[src/rtl/mem_lsu.sv]
// mem_lsu: load/store front end for a 36-bit single-ported memory
// (one-cycle read latency, even parity bit per byte in [35:32]).
//
// Parameters:
//   WIDTH  - word address width of the memory (byte address is WIDTH+2 bits)
//   PARITY - 1: generate/check parity; 0: parity bits driven 0, never flagged
//
// Ports:
//   clk, rst                  - clock, synchronous active-high reset
//   req_valid/req_ready       - request handshake
//   req_write, req_size       - store/load, 0=byte 1=half 2=word 3=illegal
//   req_unsigned              - loads: zero-extend (1) or sign-extend (0)
//   req_addr, req_wdata       - byte address, right-aligned store data
//   rsp_valid/rsp_ready       - response handshake
//   rsp_rdata                 - aligned/extended load data (0 otherwise)
//   rsp_misaligned            - misaligned or illegal size, no access made
//   rsp_parity_err            - parity mismatch in an accessed byte of a load
//   mem_valid, mem_write      - memory strobe and direction
//   mem_wmask, mem_wdata      - byte mask, {parity[3:0], data[31:0]}
//   mem_addr, mem_rdata       - word address, read data (one cycle later)
module mem_lsu #(
    parameter int unsigned WIDTH  = 13,
    parameter bit          PARITY = 1'b1
) (
    input  logic               clk,
    input  logic               rst,
    input  logic               req_valid,
    output logic               req_ready,
    input  logic               req_write,
    input  logic [1:0]         req_size,
    input  logic               req_unsigned,
    input  logic [WIDTH+1:0]   req_addr,
    input  logic [31:0]        req_wdata,
    output logic               rsp_valid,
    input  logic               rsp_ready,
    output logic [31:0]        rsp_rdata,
    output logic               rsp_misaligned,
    output logic               rsp_parity_err,
    output logic               mem_valid,
    output logic               mem_write,
    output logic [3:0]         mem_wmask,
    output logic [35:0]        mem_wdata,
    output logic [WIDTH-1:0]   mem_addr,
    input  logic [35:0]        mem_rdata
);

    // Stage 1 state
    logic        s1_valid_q, s1_valid_d;
    logic        s1_write_q, s1_write_d;
    logic [1:0]  s1_size_q, s1_size_d;
    logic        s1_unsigned_q, s1_unsigned_d;
    logic [1:0]  s1_off_q, s1_off_d;
    logic        s1_mis_q, s1_mis_d;
    logic        fresh_q, fresh_d;
    logic [31:0] hold_rdata_q, hold_rdata_d;
    logic        hold_perr_q, hold_perr_d;

    logic        misaligned;
    logic        accept;
    logic [31:0] wdata_rep;
    logic [3:0]  wpar;
    logic [31:0] shifted;
    logic [31:0] fmt_rdata;
    logic        fmt_perr;
    logic [3:0]  lane_en;
    logic [3:0]  lane_err;

    // ---------------- request side ----------------
    always_comb begin
        misaligned = 1'b0;
        case (req_size)
            2'd1:    misaligned = req_addr[0];
            2'd2:    misaligned = (req_addr[1:0] != 2'b00);
            2'd3:    misaligned = 1'b1;
            default: misaligned = 1'b0;
        endcase
    end

    assign req_ready = ~rst & (~s1_valid_q | rsp_ready);
    assign accept    = req_valid & req_ready;
    assign mem_valid = accept & ~misaligned;
    assign mem_write = req_write;
    assign mem_addr  = req_addr[WIDTH+1:2];

    always_comb begin
        mem_wmask = '0;
        wdata_rep = req_wdata;
        case (req_size)
            2'd0: begin
                wdata_rep = {4{req_wdata[7:0]}};
                mem_wmask = 4'b0001 << req_addr[1:0];
            end
            2'd1: begin
                wdata_rep = {2{req_wdata[15:0]}};
                mem_wmask = req_addr[1] ? 4'b1100 : 4'b0011;
            end
            2'd2:    mem_wmask = 4'b1111;
            default: mem_wmask = 4'b0000;
        endcase
        if (!req_write) begin
            mem_wmask = 4'b0000;
        end
        wpar = '0;
        if (PARITY) begin
            for (int unsigned i = 0; i < 4; i++) begin
                wpar[i] = ^wdata_rep[8*i +: 8];
            end
        end
    end

    assign mem_wdata = {wpar, wdata_rep};

    // ---------------- response formatting ----------------
    always_comb begin
        shifted   = mem_rdata[31:0] >> {s1_off_q, 3'b000};
        fmt_rdata = shifted;
        lane_en   = 4'b1111;
        case (s1_size_q)
            2'd0: begin
                fmt_rdata = s1_unsigned_q ? {24'b0, shifted[7:0]}
                                          : {{24{shifted[7]}}, shifted[7:0]};
                lane_en   = 4'b0001 << s1_off_q;
            end
            2'd1: begin
                fmt_rdata = s1_unsigned_q ? {16'b0, shifted[15:0]}
                                          : {{16{shifted[15]}}, shifted[15:0]};
                lane_en   = s1_off_q[1] ? 4'b1100 : 4'b0011;
            end
            default: begin
                fmt_rdata = shifted;
                lane_en   = 4'b1111;
            end
        endcase
        for (int unsigned i = 0; i < 4; i++) begin
            lane_err[i] = (^mem_rdata[8*i +: 8]) ^ mem_rdata[32+i];
        end
        fmt_perr = PARITY ? |(lane_en & lane_err) : 1'b0;
        if (s1_write_q || s1_mis_q) begin
            fmt_rdata = '0;
            fmt_perr  = 1'b0;
        end
    end

    assign rsp_valid      = s1_valid_q & ~rst;
    assign rsp_rdata      = rsp_valid ? (fresh_q ? fmt_rdata : hold_rdata_q) : '0;
    assign rsp_parity_err = rsp_valid & (fresh_q ? fmt_perr : hold_perr_q);
    assign rsp_misaligned = rsp_valid & s1_mis_q;

    // ---------------- stage 1 next state ----------------
    always_comb begin
        s1_valid_d    = s1_valid_q;
        s1_write_d    = s1_write_q;
        s1_size_d     = s1_size_q;
        s1_unsigned_d = s1_unsigned_q;
        s1_off_d      = s1_off_q;
        s1_mis_d      = s1_mis_q;
        fresh_d       = fresh_q;
        hold_rdata_d  = hold_rdata_q;
        hold_perr_d   = hold_perr_q;
        if (accept) begin
            s1_valid_d    = 1'b1;
            s1_write_d    = req_write;
            s1_size_d     = req_size;
            s1_unsigned_d = req_unsigned;
            s1_off_d      = req_addr[1:0];
            s1_mis_d      = misaligned;
            fresh_d       = 1'b1;
        end else if (rsp_valid && rsp_ready) begin
            s1_valid_d = 1'b0;
            fresh_d    = 1'b0;
        end else if (rsp_valid && fresh_q) begin
            // Memory read data is only valid for one cycle; freeze the
            // formatted result so a stalled consumer still sees it.
            hold_rdata_d = fmt_rdata;
            hold_perr_d  = fmt_perr;
            fresh_d      = 1'b0;
        end
    end

    always_ff @(posedge clk) begin
        if (rst) begin
            s1_valid_q    <= 1'b0;
            s1_write_q    <= 1'b0;
            s1_size_q     <= '0;
            s1_unsigned_q <= 1'b0;
            s1_off_q      <= '0;
            s1_mis_q      <= 1'b0;
            fresh_q       <= 1'b0;
            hold_rdata_q  <= '0;
            hold_perr_q   <= 1'b0;
        end else begin
            s1_valid_q    <= s1_valid_d;
            s1_write_q    <= s1_write_d;
            s1_size_q     <= s1_size_d;
            s1_unsigned_q <= s1_unsigned_d;
            s1_off_q      <= s1_off_d;
            s1_mis_q      <= s1_mis_d;
            fresh_q       <= fresh_d;
            hold_rdata_q  <= hold_rdata_d;
            hold_perr_q   <= hold_perr_d;
        end
    end

endmodule

[config.mk]
export PLATFORM = sky130hd
export DESIGN_NAME = mem_lsu
export DESIGN_NICKNAME = d
export VERILOG_FILES = /design/src/rtl/mem_lsu.sv
export SDC_FILE = /design/constraint.sdc
export NUM_CORES = 1
export LEC_CHECK = 0
export CELL_PAD_IN_SITES_DETAIL_PLACEMENT = 1
export CELL_PAD_IN_SITES_GLOBAL_PLACEMENT = 1
export CORE_ASPECT_RATIO = 1.4
export CORE_UTILIZATION = 30
export DETAILED_ROUTE_END_ITERATION = 6
export PLACE_DENSITY = 0.83
export SLEW_MARGIN = 40
export SYNTH_ARGS = -nofsm -noshare
export SYNTH_HDL_FRONTEND = slang
export SYNTH_SLANG_ARGS = --single-unit
[constraint.sdc]
create_clock -name clk -period 3.8 [get_ports clk]
set_clock_uncertainty 0.1 [all_clocks]
set_input_delay 0.95 -clock clk [delete_from_list [all_inputs] [get_ports clk]]
set_output_delay 0.95 -clock clk [all_outputs]
set_load 0.03 [all_outputs]
==> flow_metrics.tcl <==
set metrics [dict create \
    cts_root_buffer "clkbuf_16" \
    drive_gt1_share_pct 30.3 \
    drtIter0Drc 251 \
    vias_per_cell 5.29 \
    dieWidth_um 101 \
    slew_headroom_pct 57.4 \
    pwr-share-seq_pct 24.5 \
    syn_avg_cell_area_um2 7.76 \
    synth_common_cells "nand2_1, dfxtp_1, a21oi_1, xnor2_1, nor2_1" \
    period_needed_ps 3780 \
    ys_seq_elements 42 \
    crit_chain "clkbuf_2, mux4_2, or2_4, a31oi_4, buf_6, o32ai_4, and2_4, buf_6" \
    required_ps 2750 \
    synth_top_cell_area_share_pct 20.5 \
    cpPeakStageDelay_ps 530 \
    synth_area_leaders "dfxtp_1, xnor2_1, mux2_2" \
    r2r_start "s1_off_q[0]" \
    cts_buffer_depth 2 \
    gp_congestion 0.911 \
    ir_drop_mv 0.184 \
    grt-ovfl-total 0 \
    yosys.area.top_type "dfxtp_1" \
    crit_path_end_kind "output port" \
    max_slew.worst_pin.slew_ps 633 \
    worstSetupStartpointType "primary input" \
    yosysMostFrequentCell "nand2_1" \
    coreArea_um2 13400 \
    insertion_delay_ps 290 \
    syn2layout_area_growth_pct 59.0 \
    row_count 50 \
    numCtsBuffers 5 \
    dr.pass1.iters 4 \
    crit_top_cell "buf_6" \
    path_depth 8 \
    fmax_mhz 265 \
    slew_viol_final 0 \
    synth_cells 530 \
    hold_buffers 0 \
    h-tree-depth 2 \
    critPathTopFamily "multiplexers" \
    wire_per_inst_um 19.8 \
    grt_pass1_vias 5306 \
    post-route-period-util_pct 99.4 \
    intPower_mw 1.18 \
    cp-endpoint "rsp_rdata[30]" \
    grt_first_pass_wirelength_mm 27.0 \
    power_switching_mw 0.730 \
    drtAntennaViolNets 0 \
    power_mw 1.91 \
    final-hold-violation-count 0 \
    reg_top3 "hold_rdata_q: 32 flops, s1_off_q: 2 flops, s1_size_q: 2 flops" \
    die_y_um 140 \
    synth_flop_cell "dfxtp_1" \
    pwr-share-comb_pct 53.8 \
    cp_slowest_cell "mux4_2" \
    start_util_pct 30.7 \
    synth_cell_types 41 \
    dieArea_um2 14200 \
    holdCritPathClass "flip-flop to flip-flop" \
    cp_num_buf_inv 3 \
    tritoncts "built" \
    crit_arrival_ps 2730 \
    clk_pin_slew_worst_paths_ps 60 \
    power.share.clock_pct 21.8 \
    grt_max_degree 43 \
    status "completed" \
    syn-num-nets 621 \
    placed_cells 879 \
    worstReg2RegEnd "hold_rdata_q[25]" \
    portBuffers 155 \
    setup_tns_ps 0 \
    ios 182 \
    nNetsFinal 800 \
    setup_ws_ps 23.5 \
    place_ws_ps -451 \
    reg2reg_depth 8 \
    power.density_nw_per_um2 292 \
    cap_violations 0 \
    largest_reg_flops 32 \
    track_usage_pct 24.6 \
    critPathMaxFanout 5 \
    synth_edf_count 0 \
    num_vias 4721 \
    drc 0 \
    seq_area_frac_synth_pct 20.5 \
    clock_sinks 42 \
    async_flop_share_pct 0 \
    critPathKind "primary input to output port" \
    dp_hpwl_mm 13.6 \
    syn-cell-area_um2 4110 \
    final-setup-viol-count 0 \
    largest_register "hold_rdata_q" \
    yosysWarnings 0 \
    wirelength_mm 17.7 \
    antenna_found_initial 1 \
    leakage_nw 2.62 \
    switching_share_pct 38.2 \
    final-instance-count-excl-fill 892 \
    r2r_setup_slack_ps 1250 \
    startpoint "mem_rdata[31]" \
]
-- placed cells by master (no fill, tap or decap), types with 10 or more instances in the layout --
cell	instances
nor2_1	29
nand3b_1	31
buf_12	17
clkdlybuf4s50_1	70
mux2_2	23
dfxtp_1	42
xor2_1	12
mux2i_1	24
nand2_1	53
o21ai_0	21
xnor2_1	25
a21oi_1	34
buf_4	113
o2111ai_1	14
nand2b_1	22
o21ai_2	10
dlygate4sd2_1	22
inv_1	13
nand3_1	19
-- cells by family after synthesis --
family / after synthesis / share of synthesized area (%)
compound gates: 128 / 20.9
xor+xnor: 55 / 13.4
buf+inv: 76 / 9.83
flops: 42 / 20.5
mux: 48 / 12.7
simple gates: 181 / 22.7
-- layer usage --
metal / GRT usage (%) / share of wire (%) / up-vias
met5: 0 / 0 / -
li1: - / - / 2185
met4: 12.2 / 5.0 / 0
met1: 23.8 / 36 / 2269
met3: 5.29 / 5.6 / 63
met2: 47.7 / 54 / 204
-- power by group through the flow --
stage / Clock, mW / Combinational (mW) / Sequential [mW]
after floorplan: 0 / 0.557 / 0.471
after global placement: 0 / 0.903 / 0.475
after detailed placement: 0 / 0.928 / 0.476
after CTS: 0.420 / 0.979 / 0.466
after global routing: 0.431 / 1.08 / 0.469
final: 0.416 / 1.03 / 0.467
-- worst min-delay path by stage --
stage / startpoint / end / slack (ps) / cells past startpoint
floorplan: hold_rdata_q[8] / hold_rdata_q[8] / 350 / 2
global placement: hold_rdata_q[5] / hold_rdata_q[5] / 360 / 2
detailed placement: hold_rdata_q[15] / hold_rdata_q[15] / 370 / 2
CTS: hold_rdata_q[6] / hold_rdata_q[6] / 390 / 2
global route: hold_rdata_q[6] / hold_rdata_q[6] / 400 / 2
finish: hold_rdata_q[4] / hold_rdata_q[4] / 390 / 2
-- area by class of cell --
| cell class | instances | area, um2 |
|---|---|---|
| Inverter | 13 | 48.8 |
| Clock buffer | 7 | 133 |
| Timing Repair Buffer | 235 | 2190 |
| Antenna cell | 1 | 2.50 |
| Multi-Input combinational cell | 412 | 3090 |
| Tap cell | 182 | 228 |
| Sequential cell | 42 | 841 |
| Fill cell | 1621 | 6850 |
-- timing repair --
| action | CTS | global route |
|---|---|---|
| gates resized for setup | 61 | 26 |
| setup endpoints to repair | 40 | 28 |
| gates cloned | 1 | 0 |
| setup buffers | 3 | 4 |
| pin swaps | 28 | 15 |
-- worst reg2reg max path, cell delays in order, from the launching register on --
cell	delay, ps
dfxtp_1	620
mux4_2	430
or2_4	280
a31oi_4	260
buf_6	150
buf_4	100
nand2b_1	90
buf_4	260
o31ai_1	110
-- per-stage QoR --
stage / utilization [%] / hold slack (ps) / area [um2]
after floorplan: - / 350 / 4110
after global placement: 46.1 / 360 / 6180
after detailed placement: 46.1 / 374 / 6180
after CTS: 48.1 / 386 / 6440
after global routing: 48.8 / 402 / 6530
final: 48.8 / 386 / 6530
Note: power is estimated with default switching activity, not from simulation.
